### config.mk
export PLATFORM = sky130hd
export DESIGN_NAME = xcvr_led_status_flat
export DESIGN_NICKNAME = d
export VERILOG_FILES = /design/src/rtl/xcvr_led_pkg.sv /design/src/rtl/xcvr_led_status_if.sv /design/src/rtl/xcvr_led_status_lane_err_stretch.sv /design/src/rtl/xcvr_led_status.sv /design/src/flat_wrapper.sv
export SDC_FILE = /design/constraint.sdc
export NUM_CORES = 1
export LEC_CHECK = 0
export CAP_MARGIN = 30
export CELL_PAD_IN_SITES_DETAIL_PLACEMENT = 1
export CELL_PAD_IN_SITES_GLOBAL_PLACEMENT = 1
export CORE_UTILIZATION = 48
export CTS_CLUSTER_DIAMETER = 120
export DETAILED_ROUTE_END_ITERATION = 8
export PLACE_DENSITY = 0.77
export SLEW_MARGIN = 20
export SYNTH_ARGS = -nofsm -noshare
export SYNTH_HDL_FRONTEND = slang
export SYNTH_SLANG_ARGS = --single-unit
export TNS_END_PERCENT = 5
### constraint.sdc
create_clock -name i_clk -period 2.9 [get_ports i_clk]
set_input_delay 0.435 -clock i_clk [delete_from_list [all_inputs] [get_ports i_clk]]
set_output_delay 0.435 -clock i_clk [all_outputs]
set_load 0.005 [all_outputs]
### src/rtl/xcvr_led_pkg.sv
// Shared constants and types for the transceiver status LED block.
// LED bit map, page-mode encoding and page FSM states.
package xcvr_led_pkg;

  localparam int LANES_PER_CAGE = 4;

  localparam int LED_LANE_LSB = 0;
  localparam int LED_PAGE_LSB = 4;
  localparam int LED_ALLUP    = 6;
  localparam int LED_HB       = 7;

  localparam logic [1:0] PAGE_AUTO = 2'd0;

  typedef enum logic {
    AUTO,
    FIXED
  } page_st_e;

  function automatic int cw(input int n);
    return (n > 1) ? $clog2(n) : 1;
  endfunction

endpackage

### src/rtl/xcvr_led_status_if.sv
// Status inputs and LED outputs of the transceiver status LED block.
// Master drives lane status and switch; slave returns the LED vector.
interface xcvr_led_status_if #(
  parameter int NUM_CH = 12
) ();

  logic [NUM_CH-1:0] i_link_up;
  logic [NUM_CH-1:0] i_err_toggle;
  logic [1:0]        i_page_sel;
  logic [7:0]        o_led;
  logic [1:0]        o_page;

  modport master (
    output i_link_up,
    output i_err_toggle,
    output i_page_sel,
    input  o_led,
    input  o_page
  );

  modport slave (
    input  i_link_up,
    input  i_err_toggle,
    input  i_page_sel,
    output o_led,
    output o_page
  );

endinterface

### src/rtl/xcvr_led_status_lane_err_stretch.sv
// One lane: synchronise link/error status, detect error toggles and
// hold the error indication for a number of base ticks.
module lane_err_stretch #(
  parameter int STRETCH_TICKS = 50
) (
  input  logic clk,
  input  logic rst_n,
  input  logic tick,
  input  logic link_up,
  input  logic err_toggle,
  output logic link_s,
  output logic err_active
);

  localparam int CW = $clog2(STRETCH_TICKS + 1);
  localparam logic [CW-1:0] LOAD = CW'(STRETCH_TICKS);

  logic [1:0]    link_q;
  logic [2:0]    err_q;
  logic [CW-1:0] cnt;
  logic          evt;

  assign evt        = err_q[1] ^ err_q[2];
  assign link_s     = link_q[1];
  assign err_active = (cnt != '0);

  always_ff @(posedge clk or negedge rst_n) begin
    if (!rst_n) begin
      link_q <= '0;
      err_q  <= '0;
      cnt    <= '0;
    end else begin
      link_q <= {link_q[0], link_up};
      err_q  <= {err_q[1:0], err_toggle};
      // a fresh event always reloads, even on a tick
      if (evt) begin
        cnt <= LOAD;
      end else if (tick && (cnt != '0)) begin
        cnt <= cnt - 1'b1;
      end
    end
  end

endmodule

### src/rtl/xcvr_led_status.sv
// User-LED status vector for the SGPIO slave: per-lane link/error of one
// QSFP cage at a time, page index, all-lanes-up and heartbeat.
module xcvr_led_status
  import xcvr_led_pkg::*;
#(
  parameter int NUM_CAGE      = 3,
  parameter int TICK_DIV      = 50000,
  parameter int STRETCH_TICKS = 50,
  parameter int BLINK_TICKS   = 100,
  parameter int PAGE_TICKS    = 2000,
  parameter int HB_TICKS      = 500
) (
  input logic i_clk,
  input logic i_rstn,
  xcvr_led_status_if.slave bus
);

  localparam int NUM_CH = LANES_PER_CAGE * NUM_CAGE;
  localparam int TW = cw(TICK_DIV);
  localparam int BW = cw(BLINK_TICKS);
  localparam int HW = cw(HB_TICKS);
  localparam int DW = cw(PAGE_TICKS);

  localparam logic [TW-1:0] TLAST = TW'(TICK_DIV - 1);
  localparam logic [BW-1:0] BLAST = BW'(BLINK_TICKS - 1);
  localparam logic [HW-1:0] HLAST = HW'(HB_TICKS - 1);
  localparam logic [DW-1:0] DLAST = DW'(PAGE_TICKS - 1);
  localparam logic [1:0]    LAST  = 2'(NUM_CAGE - 1);
  localparam logic [2:0]    NC    = 3'(NUM_CAGE);

  logic [NUM_CH-1:0] link_s;
  logic [NUM_CH-1:0] err_act;

  logic          tick;
  logic [TW-1:0] tick_cnt;
  logic [BW-1:0] blink_cnt, blink_cnt_nxt;
  logic          blink, blink_nxt;
  logic [HW-1:0] hb_cnt, hb_cnt_nxt;
  logic          hb, hb_nxt;

  logic [1:0]    sel_s1, sel_s2, sel_idx;
  logic          sel_fixed;
  page_st_e      state, state_nxt;
  logic [1:0]    page, page_nxt, rot_page;
  logic [DW-1:0] dwell, dwell_nxt, rot_dwell;

  logic [3:0]    lane_q, lane_nxt;
  logic          allup_q;

  assign tick = (tick_cnt == TLAST);

  for (genvar i = 0; i < NUM_CH; i++) begin : g_lane
    lane_err_stretch #(
      .STRETCH_TICKS(STRETCH_TICKS)
    ) u_lane (
      .clk        (i_clk),
      .rst_n      (i_rstn),
      .tick       (tick),
      .link_up    (bus.i_link_up[i]),
      .err_toggle (bus.i_err_toggle[i]),
      .link_s     (link_s[i]),
      .err_active (err_act[i])
    );
  end

  always_comb begin
    blink_cnt_nxt = blink_cnt;
    blink_nxt     = blink;
    hb_cnt_nxt    = hb_cnt;
    hb_nxt        = hb;
    if (tick) begin
      if (blink_cnt == BLAST) begin
        blink_cnt_nxt = '0;
        blink_nxt     = ~blink;
      end else begin
        blink_cnt_nxt = blink_cnt + 1'b1;
      end
      if (hb_cnt == HLAST) begin
        hb_cnt_nxt = '0;
        hb_nxt     = ~hb;
      end else begin
        hb_cnt_nxt = hb_cnt + 1'b1;
      end
    end
  end

  always_comb begin
    sel_fixed = (sel_s2 != PAGE_AUTO) && ({1'b0, sel_s2} <= NC);
    sel_idx   = sel_s2 - 2'd1;
    rot_page  = page;
    rot_dwell = dwell;
    if (tick) begin
      if (dwell == DLAST) begin
        rot_dwell = '0;
        rot_page  = (page == LAST) ? 2'd0 : page + 2'd1;
      end else begin
        rot_dwell = dwell + 1'b1;
      end
    end
    state_nxt = state;
    page_nxt  = page;
    dwell_nxt = dwell;
    unique case (state)
      AUTO: begin
        if (sel_fixed) begin
          state_nxt = FIXED;
          page_nxt  = sel_idx;
          dwell_nxt = '0;
        end else begin
          page_nxt  = rot_page;
          dwell_nxt = rot_dwell;
        end
      end
      FIXED: begin
        // dwell is parked at 0 here, so rotation resumes with a full dwell
        if (sel_fixed) begin
          page_nxt  = sel_idx;
          dwell_nxt = '0;
        end else begin
          state_nxt = AUTO;
          page_nxt  = rot_page;
          dwell_nxt = rot_dwell;
        end
      end
    endcase
  end

  always_comb begin
    lane_nxt = '0;
    for (int l = 0; l < LANES_PER_CAGE; l++) begin
      for (int p = 0; p < NUM_CAGE; p++) begin
        if (page_nxt == 2'(p)) begin
          lane_nxt[l] = link_s[p*LANES_PER_CAGE+l] &
                        (~err_act[p*LANES_PER_CAGE+l] | blink_nxt);
        end
      end
    end
  end

  always_ff @(posedge i_clk or negedge i_rstn) begin
    if (!i_rstn) begin
      tick_cnt  <= '0;
      blink_cnt <= '0;
      blink     <= 1'b0;
      hb_cnt    <= '0;
      hb        <= 1'b0;
      sel_s1    <= '0;
      sel_s2    <= '0;
      state     <= AUTO;
      page      <= '0;
      dwell     <= '0;
      lane_q    <= '0;
      allup_q   <= 1'b0;
    end else begin
      tick_cnt  <= tick ? '0 : tick_cnt + 1'b1;
      blink_cnt <= blink_cnt_nxt;
      blink     <= blink_nxt;
      hb_cnt    <= hb_cnt_nxt;
      hb        <= hb_nxt;
      sel_s1    <= bus.i_page_sel;
      sel_s2    <= sel_s1;
      state     <= state_nxt;
      page      <= page_nxt;
      dwell     <= dwell_nxt;
      lane_q    <= lane_nxt;
      allup_q   <= &link_s;
    end
  end

  always_comb begin
    bus.o_led = '0;
    bus.o_led[LED_LANE_LSB +: 4] = lane_q;
    bus.o_led[LED_PAGE_LSB +: 2] = page;
    bus.o_led[LED_ALLUP]         = allup_q;
    bus.o_led[LED_HB]            = hb;
  end

  assign bus.o_page = page;

endmodule

### src/flat_wrapper.sv
// flat-port wrapper written by rule: the top's interface ports become plain ports
module xcvr_led_status_flat import xcvr_led_pkg::*;
#(
  parameter int NUM_CAGE      = 3,
  parameter int TICK_DIV      = 50000,
  parameter int STRETCH_TICKS = 50,
  parameter int BLINK_TICKS   = 100,
  parameter int PAGE_TICKS    = 2000,
  parameter int HB_TICKS      = 500
)
  (i_clk, i_rstn, bus_i_link_up, bus_i_err_toggle, bus_i_page_sel, bus_o_led, bus_o_page);
  xcvr_led_status_if #(.NUM_CH(12)) bus_i ();
  input logic i_clk;
  input logic i_rstn;
  input wire logic [$bits(bus_i.i_link_up)-1:0] bus_i_link_up;
  input wire logic [$bits(bus_i.i_err_toggle)-1:0] bus_i_err_toggle;
  input wire logic [$bits(bus_i.i_page_sel)-1:0] bus_i_page_sel;
  output wire logic [$bits(bus_i.o_led)-1:0] bus_o_led;
  output wire logic [$bits(bus_i.o_page)-1:0] bus_o_page;
  assign bus_i.i_link_up = bus_i_link_up;
  assign bus_i.i_err_toggle = bus_i_err_toggle;
  assign bus_i.i_page_sel = bus_i_page_sel;
  assign bus_o_led = bus_i.o_led;
  assign bus_o_page = bus_i.o_page;
  xcvr_led_status #(.NUM_CAGE(NUM_CAGE), .TICK_DIV(TICK_DIV), .STRETCH_TICKS(STRETCH_TICKS), .BLINK_TICKS(BLINK_TICKS), .PAGE_TICKS(PAGE_TICKS), .HB_TICKS(HB_TICKS)) u_core (.i_clk(i_clk), .i_rstn(i_rstn), .bus(bus_i));
endmodule
==> results of run 1 <==
## final cells by class
type                    count  share of cell area [%]
clock inverters            12                    1.57
clock buffers              20                    4.83
repair buffers             48                    5.01
well taps                 220                    2.91
inverters                  30                    1.19
flip-flops and latches    188                    49.7
multi-input cells         520                    34.7
## logic make-up after synthesis
logic type      Yosys count  share of synthesized area, %
flops                   188                          57.5
simple gates            309                          18.0
compound gates           74                          6.07
mux                       5                         0.627
xor+xnor                104                          11.1
buf+inv                  46                          2.38
fa+ha+maj                28                          4.28
## critical path: stages (launching register included)
cell and delay (ns):
dfrtp_1 0.45, nor4_1 0.47, and4_1 0.36, buf_4 0.36
nand3_1 0.21, or3_1 0.41, xor2_1 0.18, nand2_1 0.09
## metal layers
layer	wire [um]	up-vias	GRT usage, %	share of wire (%)
met5	0	-	0	0
met4	463	0	9.07	2.5
met3	396	31	3.95	2.1
met2	9680	74	40.6	52
met1	8050	2871	28.1	43
li1	-	2655	-	-
## Yosys cell counts, types with 5 or more instances
library cell    n  area (um2)
clkbuf_1        7        26.3
and2_1          7        43.8
o31ai_1        14         105
or3_1          16         100
ha_1           28         350
nor4_1         10        62.6
xor2_1         65         569
o21ai_0        25         125
buf_4           5        37.5
xnor2_1        39         342
and3_1         10        62.6
nor3_1         15        75.1
nand2_1        86         323
a21oi_1         5        25.0
inv_1          30         113
nand4_1        15        93.8
dfrtp_1       188        4700
nand3_1        40         200
o211ai_1       11        82.6
nor2_1         90         338
## metrics by stage
| stage | power, uW | instances | setup WS, ns | hold slack (ns) | cell area (um2) |
|---|---|---|---|---|---|
| global route | 5450 | 1038 | 0.0967 | 0.0916 | 9460 |
| global placement | 2920 | 1003 | 0.461 | 0.333 | 8840 |
| floorplan | 2800 | 754 | 0.764 | 0.139 | 8180 |
| CTS | 5350 | 1037 | 0.224 | 0.0604 | 9450 |
| finish | 5290 | 1038 | 0.222 | 0.0477 | 9460 |
| detailed placement | 2930 | 1005 | 0.400 | 0.336 | 8850 |
## state kept, by name, indices dropped and copies added (netlist names)
signal and cells:
u_core.allup_q 1, u_core.blink 1, u_core.blink_cnt 7, u_core.bus.o_page 2, u_core.dwell 11, u_core.g_lane.u_lane.cnt 72
u_core.g_lane.u_lane.err_q 36, u_core.g_lane.u_lane.link_q 24, u_core.hb 1, u_core.hb_cnt 9, u_core.lane_q 4, u_core.sel_s1 2
u_core.sel_s2 2, u_core.tick_cnt 16
## worst paths after layout
| kind | startpoint | end | slack (ns) |
|---|---|---|---|
| max | u_core.tick_cnt[12] | u_core.g_lane[1].u_lane.cnt[5] | 0.22 |
| min | i_rstn | u_core.dwell[0] | 0.05 |
| max reg2reg | u_core.tick_cnt[12] | u_core.g_lane[1].u_lane.cnt[5] | 0.22 |
| min reg2reg | u_core.g_lane[8].u_lane.err_q[0] | u_core.g_lane[8].u_lane.err_q[1] | 0.35 |
| max in group asynchronous | i_rstn | u_core.g_lane[5].u_lane.err_q[1] | 2.10 |
| min in group i_clk | u_core.g_lane[8].u_lane.err_q[0] | u_core.g_lane[8].u_lane.err_q[1] | 0.35 |
## where the power goes
part	leakage, uW	switching, uW	total (uW)	internal, uW
clock network	0.000295	1070	2410	1340
logic	0.00145	103	174	70.6
registers	0.00227	36.2	2700	2670
total	0.00402	1210	5290	4080
## cell usage in the layout (no fill, tap or decap), drive strengths merged, types with 4 or more instances in the layout
cell,n
clkdlybuf4s50,36
a31oi,4
o21ai,25
nor4,10
nand2,86
o211ai,12
a21oi,6
and4,4
xor2,65
ha,28
nand2b,4
mux2i,4
nor3,15
nand4,16
xnor2,39
dfrtp,188
nand3,40
buf,10
o31ai,14
or3,16
and3,11
nor2,90
clkbuf,22
and2,7
inv,37
==> out/metrics.yaml, run 1 <==
place:
  portBuffers: 37
  gp_congestion: 0.833
  hpwl_um: 12600
logic_synthesis:
  avgSynthCellArea_um2: 10.9
  ys_types: 48
  synth_edf_count: 0
  synthArstFlopShare_pct: 100
  synthesis.nets: 810
  yosysWarnings: 0
  synth-seq-cells: 188
  ys.flop_type: "dfrtp_1"
  ys_seq_area_share_pct: 57.5
  synth.cell_area_um2: 8180
  syn_inst: 754
clocking:
  cts_root_buf: "clkbuf_16"
  cts_hold_buf: 0
  worstSkewPairLatency_ns: 0.44
  htreeDepth: 4
  cts_buffers: 17
  clockBufferDepth: 2
  cts_resized: 0
  cts_sinks: 188
  post_cts_buffers: 0
  clk_pin_slew_ns: 0.07
  cts_tree: "yes"
die:
  rows: 47
  io_pins: 38
  die_x_um: 133
  die_h_um: 133
  die_area_um2: 17600
  start_util_pct: 49.2
  core-area_um2: 16600
worst_setup_path:
  arrival_ns: 2.99
  end_kind: "register"
  crit_fanout: 25
  critPathLaunchType: "register"
  required_ns: 3.21
  critPathKind: "register to register"
  r2r_cells: 7
timing:
  layout_min_cycle_time_ns: 2.68
  fin_crit_sh_pct: 92.3
  max_slew_margin_pct: 45.0
  slew_violations: 0
  fin_worst_skew_ns: 0.00954
  worst_slew_pin_slew_ns: 0.818
  setup-tns-final_ns: 0
  timing.final.hold_violations: 0
  max_freq_mhz: 373
  rsz0062_at_grt: "no"
  setup_violations: 0
power_and_ir_drop:
  ir_drop_uv: 463
  p_per_area_nw_per_um2: 559
  cellLeakagePower_uw: 0.00402
global_route:
  grt_max_degree: 80
  grt_pass1_vias: 6313
  grt_pass1_wl_um: 31500
  track_usage_pct: 23.0
  antenna_found_initial: 0
  overflow: 0
layout:
  final_nets: 861
  syn_to_final_growth_pct: 15.5
  fill_cells: 1768
  fin_util_pct: 56.8
  multiInputGateArea_um2: 3280
  diodes: 0
  drive_above_1_share_pct: 6.36
  register_area_um2: 4700
routing:
  final_antenna_net_count: 0
  drcViolationCount: 0
  wl_um: 18600
  drtIter0Drc: 284
  firstDrtPassIters: 5
  viasPerCell: 5.42
  dr_total_vias: 5631
  wl_per_cell_um: 17.9
min_path:
  hp-class: "primary input to asynchronous set/reset pin"
job:
  drv_cap: 0
status:
  outcome: "completed"
(Power assumes the default switching activity.)
==> run 2: changes to the inputs <==
--- a/config.mk
+++ b/config.mk
@@ -12,6 +12,7 @@
 export CTS_CLUSTER_DIAMETER = 120
 export DETAILED_ROUTE_END_ITERATION = 8
 export PLACE_DENSITY = 0.77
+export SKIP_LAST_GASP = 1
 export SLEW_MARGIN = 20
 export SYNTH_ARGS = -nofsm -noshare
 export SYNTH_HDL_FRONTEND = slang
==> results of run 2 <==
Same layout as run 1: the final DEF is identical, and so are final timing and power.
